==> src/rtl/io_bank_pkg.sv <==
// IO bank register map and shared decode helpers.
// Offsets are byte addresses within the 256-byte Wishbone window.
package io_bank_pkg;

  localparam int MAX_IO = 64;
  localparam int OFS_W  = 8;

  localparam logic [OFS_W-1:0] OFS_OUT_LO = 8'h00;
  localparam logic [OFS_W-1:0] OFS_OUT_HI = 8'h04;
  localparam logic [OFS_W-1:0] OFS_OEB_LO = 8'h08;
  localparam logic [OFS_W-1:0] OFS_OEB_HI = 8'h0C;
  localparam logic [OFS_W-1:0] OFS_IN_LO  = 8'h10;
  localparam logic [OFS_W-1:0] OFS_IN_HI  = 8'h14;
  localparam logic [OFS_W-1:0] OFS_IEN_LO = 8'h18;
  localparam logic [OFS_W-1:0] OFS_IEN_HI = 8'h1C;
  localparam logic [OFS_W-1:0] OFS_STS_LO = 8'h20;
  localparam logic [OFS_W-1:0] OFS_STS_HI = 8'h24;
  localparam logic [OFS_W-1:0] OFS_POL_LO = 8'h28;
  localparam logic [OFS_W-1:0] OFS_POL_HI = 8'h2C;

  typedef enum logic [2:0] {
    REG_OUT,
    REG_OEB,
    REG_IN,
    REG_IEN,
    REG_STS,
    REG_POL,
    REG_NONE
  } reg_e;

  function automatic reg_e reg_decode(
    input logic [OFS_W-1:0] ofs
  );
    reg_e r;
    unique case (ofs)
      OFS_OUT_LO, OFS_OUT_HI: r = REG_OUT;
      OFS_OEB_LO, OFS_OEB_HI: r = REG_OEB;
      OFS_IN_LO,  OFS_IN_HI:  r = REG_IN;
      OFS_IEN_LO, OFS_IEN_HI: r = REG_IEN;
      OFS_STS_LO, OFS_STS_HI: r = REG_STS;
      OFS_POL_LO, OFS_POL_HI: r = REG_POL;
      default:                r = REG_NONE;
    endcase
    return r;
  endfunction

endpackage

==> src/rtl/io_bank_sync_edge.sv <==
// Per-channel pad synchronizer with polarity-selectable edge detect.
// Edges are held off for three cycles after reset release.
module io_bank_sync_edge #(
  parameter int N = 38
) (
  input  logic         i_clk,
  input  logic         i_rst_n,
  input  logic [N-1:0] i_pad,
  input  logic [N-1:0] i_pol,
  output logic [N-1:0] o_sync,
  output logic [N-1:0] o_edge
);

  logic [N-1:0] r_s1;
  logic [N-1:0] r_s2;
  logic [N-1:0] r_dly;
  logic [1:0]   r_arm_cnt;
  logic         w_armed;

  assign w_armed = (r_arm_cnt == 2'd3);

  always_ff @(posedge i_clk or negedge i_rst_n) begin
    if (!i_rst_n) begin
      r_s1      <= '0;
      r_s2      <= '0;
      r_dly     <= '0;
      r_arm_cnt <= 2'd0;
    end else begin
      r_s1  <= i_pad;
      r_s2  <= r_s1;
      r_dly <= r_s2;
      if (!w_armed) r_arm_cnt <= r_arm_cnt + 2'd1;
    end
  end

  // Only a real transition can fire; flipping i_pol alone never does.
  assign o_sync = r_s2;
  assign o_edge = w_armed ?
    ((r_s2 ^ r_dly) & (r_s2 ^ i_pol)) : '0;

endmodule

==> src/rtl/io_bank_wb.sv <==
// Wishbone-mapped GPIO bank with edge interrupts.
// Registers are NUM_IO wide; bits above NUM_IO read as zero.
module io_bank_wb
  import io_bank_pkg::*;
#(
  parameter int          NUM_IO    = 38,
  parameter int          NUM_IRQ   = 3,
  parameter logic [31:0] BASE_ADDR = 32'h3000_0000
) (
  input  logic               wb_clk_i,
  input  logic               wb_rst_ni,
  input  logic               wbs_cyc_i,
  input  logic               wbs_stb_i,
  input  logic               wbs_we_i,
  input  logic [31:0]        wbs_adr_i,
  input  logic [31:0]        wbs_dat_i,
  input  logic [3:0]         wbs_sel_i,
  output logic               wbs_ack_o,
  output logic [31:0]        wbs_dat_o,
  input  logic [NUM_IO-1:0]  io_in,
  output logic [NUM_IO-1:0]  io_out,
  output logic [NUM_IO-1:0]  io_oeb,
  output logic [NUM_IRQ-1:0] user_irq
);

  logic               r_ack;
  logic [31:0]        r_dat;
  logic [NUM_IO-1:0]  r_out;
  logic [NUM_IO-1:0]  r_oeb;
  logic [NUM_IO-1:0]  r_ien;
  logic [NUM_IO-1:0]  r_sts;
  logic [NUM_IO-1:0]  r_pol;
  logic [NUM_IRQ-1:0] r_irq;

  logic               w_hit;
  logic               w_take;
  logic               w_wr;
  logic               w_hi;
  reg_e               w_reg;
  logic [NUM_IO-1:0]  w_sync;
  logic [NUM_IO-1:0]  w_edge;
  logic [NUM_IO-1:0]  w_lane;
  logic [NUM_IO-1:0]  w_wbit;
  logic [NUM_IO-1:0]  w_wm_out;
  logic [NUM_IO-1:0]  w_wm_oeb;
  logic [NUM_IO-1:0]  w_wm_ien;
  logic [NUM_IO-1:0]  w_wm_pol;
  logic [NUM_IO-1:0]  w_clr;
  logic [NUM_IO-1:0]  w_rvec;
  logic [31:0]        w_rd;
  logic [NUM_IRQ-1:0] w_irq;

  io_bank_sync_edge #(
    .N (NUM_IO)
  ) u_sync_edge (
    .i_clk   (wb_clk_i),
    .i_rst_n (wb_rst_ni),
    .i_pad   (io_in),
    .i_pol   (r_pol),
    .o_sync  (w_sync),
    .o_edge  (w_edge)
  );

  assign w_hit = wbs_cyc_i & wbs_stb_i &
    (wbs_adr_i[31:8] == BASE_ADDR[31:8]);
  // Ack high blocks a second take, giving at most one ack per two cycles.
  assign w_take = w_hit & ~r_ack;
  assign w_wr   = w_take & wbs_we_i;
  assign w_hi   = wbs_adr_i[2];
  assign w_reg  = reg_decode(wbs_adr_i[OFS_W-1:0]);

  always_comb begin
    w_lane = '0;
    w_wbit = '0;
    for (int i = 0; i < NUM_IO; i++) begin
      w_lane[i] = (((i / 32) == 1) == w_hi) &&
        wbs_sel_i[(i % 32) / 8];
      w_wbit[i] = wbs_dat_i[i % 32];
    end
  end

  assign w_wm_out = (w_wr && w_reg == REG_OUT) ? w_lane : '0;
  assign w_wm_oeb = (w_wr && w_reg == REG_OEB) ? w_lane : '0;
  assign w_wm_ien = (w_wr && w_reg == REG_IEN) ? w_lane : '0;
  assign w_wm_pol = (w_wr && w_reg == REG_POL) ? w_lane : '0;
  assign w_clr    = (w_wr && w_reg == REG_STS) ?
    (w_lane & w_wbit) : '0;

  always_comb begin
    w_rvec = '0;
    unique case (1'b1)
      w_reg == REG_OUT: w_rvec = r_out;
      w_reg == REG_OEB: w_rvec = r_oeb;
      w_reg == REG_IN:  w_rvec = w_sync;
      w_reg == REG_IEN: w_rvec = r_ien;
      w_reg == REG_STS: w_rvec = r_sts;
      w_reg == REG_POL: w_rvec = r_pol;
      default:          w_rvec = '0;
    endcase
    w_rd = '0;
    for (int i = 0; i < NUM_IO; i++) begin
      if (((i / 32) == 1) == w_hi) w_rd[i % 32] = w_rvec[i];
    end
  end

  always_comb begin
    w_irq = '0;
    for (int k = 0; k < NUM_IRQ; k++) begin
      for (int i = 0; i < NUM_IO; i++) begin
        if ((i % NUM_IRQ) == k)
          w_irq[k] = w_irq[k] | (r_sts[i] & r_ien[i]);
      end
    end
  end

  always_ff @(posedge wb_clk_i or negedge wb_rst_ni) begin
    if (!wb_rst_ni) begin
      r_ack <= 1'b0;
      r_dat <= 32'h0;
      r_out <= '0;
      r_oeb <= '1;
      r_ien <= '0;
      r_sts <= '0;
      r_pol <= '0;
      r_irq <= '0;
    end else begin
      r_ack <= w_take;
      r_dat <= (w_take && !wbs_we_i) ? w_rd : 32'h0;
      r_out <= (r_out & ~w_wm_out) | (w_wbit & w_wm_out);
      r_oeb <= (r_oeb & ~w_wm_oeb) | (w_wbit & w_wm_oeb);
      r_ien <= (r_ien & ~w_wm_ien) | (w_wbit & w_wm_ien);
      r_pol <= (r_pol & ~w_wm_pol) | (w_wbit & w_wm_pol);
      // A same-cycle edge wins over the clear.
      r_sts <= (r_sts & ~w_clr) | w_edge;
      r_irq <= w_irq;
    end
  end

  assign wbs_ack_o = r_ack;
  assign wbs_dat_o = r_dat;
  assign io_out    = r_out;
  assign io_oeb    = r_oeb;
  assign user_irq  = r_irq;

endmodule

==> config.mk <==
export PLATFORM = sky130hd
export DESIGN_NAME = io_bank_wb
export DESIGN_NICKNAME = d
export VERILOG_FILES = /design/src/rtl/io_bank_pkg.sv /design/src/rtl/io_bank_sync_edge.sv /design/src/rtl/io_bank_wb.sv
export SDC_FILE = /design/constraint.sdc
export NUM_CORES = 1
export LEC_CHECK = 0
export ABC_AREA = 1
export CAP_MARGIN = 0
export CORE_MARGIN = 1
export CORE_UTILIZATION = 32
export DETAILED_ROUTE_END_ITERATION = 16
export SLEW_MARGIN = 25
export SYNTH_ARGS = -nofsm -noshare
export SYNTH_HDL_FRONTEND = slang
export SYNTH_SLANG_ARGS = --single-unit
==> constraint.sdc <==
create_clock -name wb_clk_i -period 2 [get_ports wb_clk_i]
set_input_delay 0.4 -clock wb_clk_i [delete_from_list [all_inputs] [get_ports wb_clk_i]]
set_output_delay 0.4 -clock wb_clk_i [all_outputs]
set_load 0.01 [all_outputs]
After elaboration in Yosys (flattened, before gate mapping)
Index checks and enable logic that the tools add are counted.
{ "word_totals": {"wordCells": 194, "regBits": 342, "out_inout_bits": 112} }
{ "op_classes": {"bitwise": 102, "add_sub_neg": 1, "n_eq_ne": 18, "muxes": 41, "reduce_logical": 20} }
{ "ops": {"columns": ["operator", "count"], "rows": [
  ["bitwise AND 38 bit", 11],
  ["2-to-1 mux 38 bit", 6],
  ["case mux 38 bit (6 select lines)", 1],
  ["inverter 38 bit", 5],
  ["OR 38 bit", 5],
  ["bitwise XOR 38 bit", 2],
  ["bitwise AND 1 bit", 42],
  ["OR 1 bit", 35],
  ["equality test 8 x 5 -> 1 bit, second input constant", 4],
  ["equality test 8 x 6 -> 1 bit, second input constant", 4],
  ["2-to-1 mux 1 bit", 32],
  ["2-to-1 mux 32 bit", 1],
  ["equality test 24 x 22 -> 1 bit, second input constant", 1],
  ["case mux 3 bit (6 select lines)", 1],
  ["equality test 8 x 4 -> 1 bit, second input constant", 2],
  ["OR reduction 2 bit", 6],
  ["logical AND 1 bit", 11],
  ["equality test 8 x 3 -> 1 bit, second input constant", 1],
  ["logical NOT 8 bit", 1],
  ["equality test 3 x 2 -> 1 bit, second input constant", 2],
  ["equality test 3 bit, second input constant", 2],
  ["equality test 3 x 1 -> 1 bit, second input constant", 1],
  ["logical NOT 3 bit", 1],
  ["adder 2 x 1 -> 2 bit, second input constant", 1],
  ["3 further kinds", 4]
]} }

Depth between registers and ports, before layout
{ "logic_depth": {"depth_word": 13, "mapped_depth": 14, "depth_no_buf": 12} }

Cells and area by module
From an unflattened synthesis, not the netlist that was laid out.
{ "unflattened": {"cells_unflattened": 1804, "hier_area_um2": 15004.4} }
{ "by_module_without_submodules": {"columns": ["module", "instances", "area_each_um2", "cells_each", "seq_area_each_um2"], "rows": [
  ["io_bank_wb", 1, 10772.8, 1374, 5703.0],
  ["io_bank_sync_edge", 1, 4231.6, 430, 2902.8]
]} }

Worst setup path before layout
OpenSTA, ideal clock, no wires.
{ "synth_path": {"path_kind": "input to register", "from": "input wbs_adr_i[7]", "to": "register (tool-made name)", "cell_stages": 12, "n_path_buf": 1, "arrival_time_ns": 2.068, "slack_ns": -0.186, "setup_ns": 0.118, "cell_sequence": "nor2_4 > nand2_1 > nor2_4 > inv_2 > ha_1 > nand2_2 > nand2_2 > nor2_4 > buf_2 > nand3_1 > nand2_1 > nand2_1"} }
{ "synth_rtl": {"columns": ["element", "line_no", "rtl"], "rows": [
  ["start, declared", "io_bank_wb.sv:15", "input logic [31:0] wbs_adr_i,"]
]} }

==> results.cfg <==
[sta]
fin_skew_ns = 0.01373
period_needed_ns = 1.965
hold_violations = 0
drv_slew = 0
rsz0062_at_grt = false
finalCritPeriodShare_pct = 98.24
slew_headroom_pct = 61.19
max_freq_ghz = 0.5089
setup_violations = 0
worstMarginPinSlew_ns = 0.5821

[worst_setup_path]
crit_buf_inv = 1
cp-end-kind = output pin
start_kind = flop
required_ns = 1.60
crit_family = buffers and inverters
cpMaxStageDelayCell = clkdlybuf4s50_1
worstPathArrival_ns = 1.56
crit_chain = clkdlybuf4s50_1
worstSetupPathType = flop to output pin
max_stage_delay_ns = 0.60
path_max_fanout = 3

[drt]
routed_via_density = 5.055
wl_per_cell_um = 19.40
ant_nets = 0
firstDrtPassIters = 5
wirelength_um = 54410
vias = 14179
drtIter0Drc = 1308
drc = 0

[synth]
yosys-top-cells-area = dfrtp_1 (50%), nand2_1 (16%), dfstp_2 (6.6%)
syn_inst = 1824
synth-seq-cells = 342
netlist_area_mm2 = 0.01512
yosysSeqAreaShare_pct = 56.90
synth.top_cell.area_share_pct = 50.30
synth_area_per_cell_um2 = 8.292
synth_cell_types = 31
synth_edf_count = 0
synthArstFlopShare_pct = 100.0
synth.most_common_cell = nand2_1
synth_top_area_cell = dfrtp_1
syn_nets = 1937
ys.flop_type = dfrtp_1
synth_common_cells = nand2_1 (663), dfrtp_1 (304), nand3_1 (142)
yosysWarnings = 0

[hold_path]
hp-class = input port to flop

[layout]
fillers = 4484
area_growth_pct = 37.63
drive_gt1_share_pct = 13.88
register_area_mm2 = 0.008606
diodes = 0
multiInputGateArea_mm2 = 0.005722
nets = 2281
postLayoutCoreUtil_pct = 44.71
final_cells = 2805

[pwr]
ir_worst_vdd_uv = 440.9
power_density_mw_per_mm2 = 736.2
leakage_nw = 10.15

[global_routing]
grt_pass1_wl_um = 82480
grt_pass1_vias = 14029
overflow = 0
grt_max_degree = 52
track_usage_pct = 22.66
antenna_found_initial = 0

[floorplanning]
die_area_mm2 = 0.04814
fp.dieW_um = 219.4
rows = 79
start_util_pct = 32.49
io_pins = 223
die_h_um = 219.4
coreArea_mm2 = 0.04656

[run]
drv_cap = 0

[clocking]
cts_root_buffer = clkbuf_16
cts_buffers = 39
htree_levels = 2
cts_num_sinks = 342
cts_tree = yes
clkTransAtPathRegs_ns = 0.06
clk_latency_ns = 0.56
cts_buffer_depth = 3

[placed_design]
place_congestion = 0.8731
placed_cells = 2719
dp_hpwl_um = 37730
port_buffers = 222

[run_status]
status = complete, no violations
==> path summary, 6_finish.rpt <==
path	cells past startpoint	slack, ns	from	endpoint
hold reg to reg	0	0.35	u_sync_edge.r_s1[3]	u_sync_edge.o_sync[3]
max in group asynchronous	3	0.87	wb_rst_ni	asynchronous set/reset pin
min in group asynchronous	2	0.35	wb_rst_ni	u_sync_edge.r_s1[35]
hold / removal	1	0.28	io_in[25]	u_sync_edge.r_s1[25]
setup reg to reg	11	0.12	wbs_ack_o	flop
setup / recovery	1	0.04	flop	io_out[10]
==> final cells by class <==
class                      count  share of cell area, %
clock buffer                  59                  5.686
clock inverter                12                 0.6612
inverter                     132                  2.392
multi-input combinational   1269                  27.49
sequential                   342                  41.34
tap                          607                  3.648
timing repair buffer         384                  18.78
==> per-stage QoR <==
stage	setup WS [ns]	TNS, ns	instance area (um2)	hold slack [ns]	total power, mW
floorplan	-0.02797	-0.2760	15180	0.1044	7.400
global placement	-0.7259	-110.22	19230	0.3331	8.036
detailed placement	-0.7308	-120.24	19230	0.3347	8.051
CTS	0.001128	0	20680	0.2566	15.49
global route	0.006277	0	20820	0.2731	15.87
finish	0.03512	0	20820	0.2832	15.32
==> kinds of logic (layout without fill, tap and decap cells) <==
group,count (synthesis),in the layout,synth area share (%)
xor+xnor,1,1,0.05792
fa+ha+maj,2,2,0.1654
compound gates,204,204,6.982
mux,1,1,0.07445
simple gates,1061,1061,29.96
flops,342,342,56.90
buf+inv,213,587,5.865
==> per-layer routing <==
metal	wire, um	GRT usage, %
met5	0	0
met4	1906	9.352
met1	23880	31.51
met3	4117	3.687
met2	24500	34.94
==> cells in the final DEF, fill, tap and decap left out, types with 76 or more instances in the layout <==
cell,n
a21oi_1,80
buf_4,118
clkdlybuf4s50_1,175
dfrtp_1,304
inv_1,120
nand2_1,659
nand3_1,140
nand4_1,113
nor2_1,116
o21ai_0,76
==> power by group <==
| group | total (mW) | internal [mW] | switching [mW] | leakage (nW) |
|---|---|---|---|---|
| combinational | 0.811 | 0.335 | 0.476 | 5.32 |
| sequential | 7.12 | 7.04 | 0.0784 | 4.17 |
| clock | 7.39 | 4.47 | 2.92 | 0.654 |
| total | 15.3 | 11.8 | 3.48 | 10.1 |
==> timing repair <==
action	4_1_cts	5_1_grt
pin swaps	7	7
cloned	2	2
buffers inserted	7	3
gates resized for setup	59	10
endpoints found under the setup margin	132	105
hold buffers	1	0
hold endpoints to repair	35	0
No activity file was read; power rests on OpenSTA's default activity.
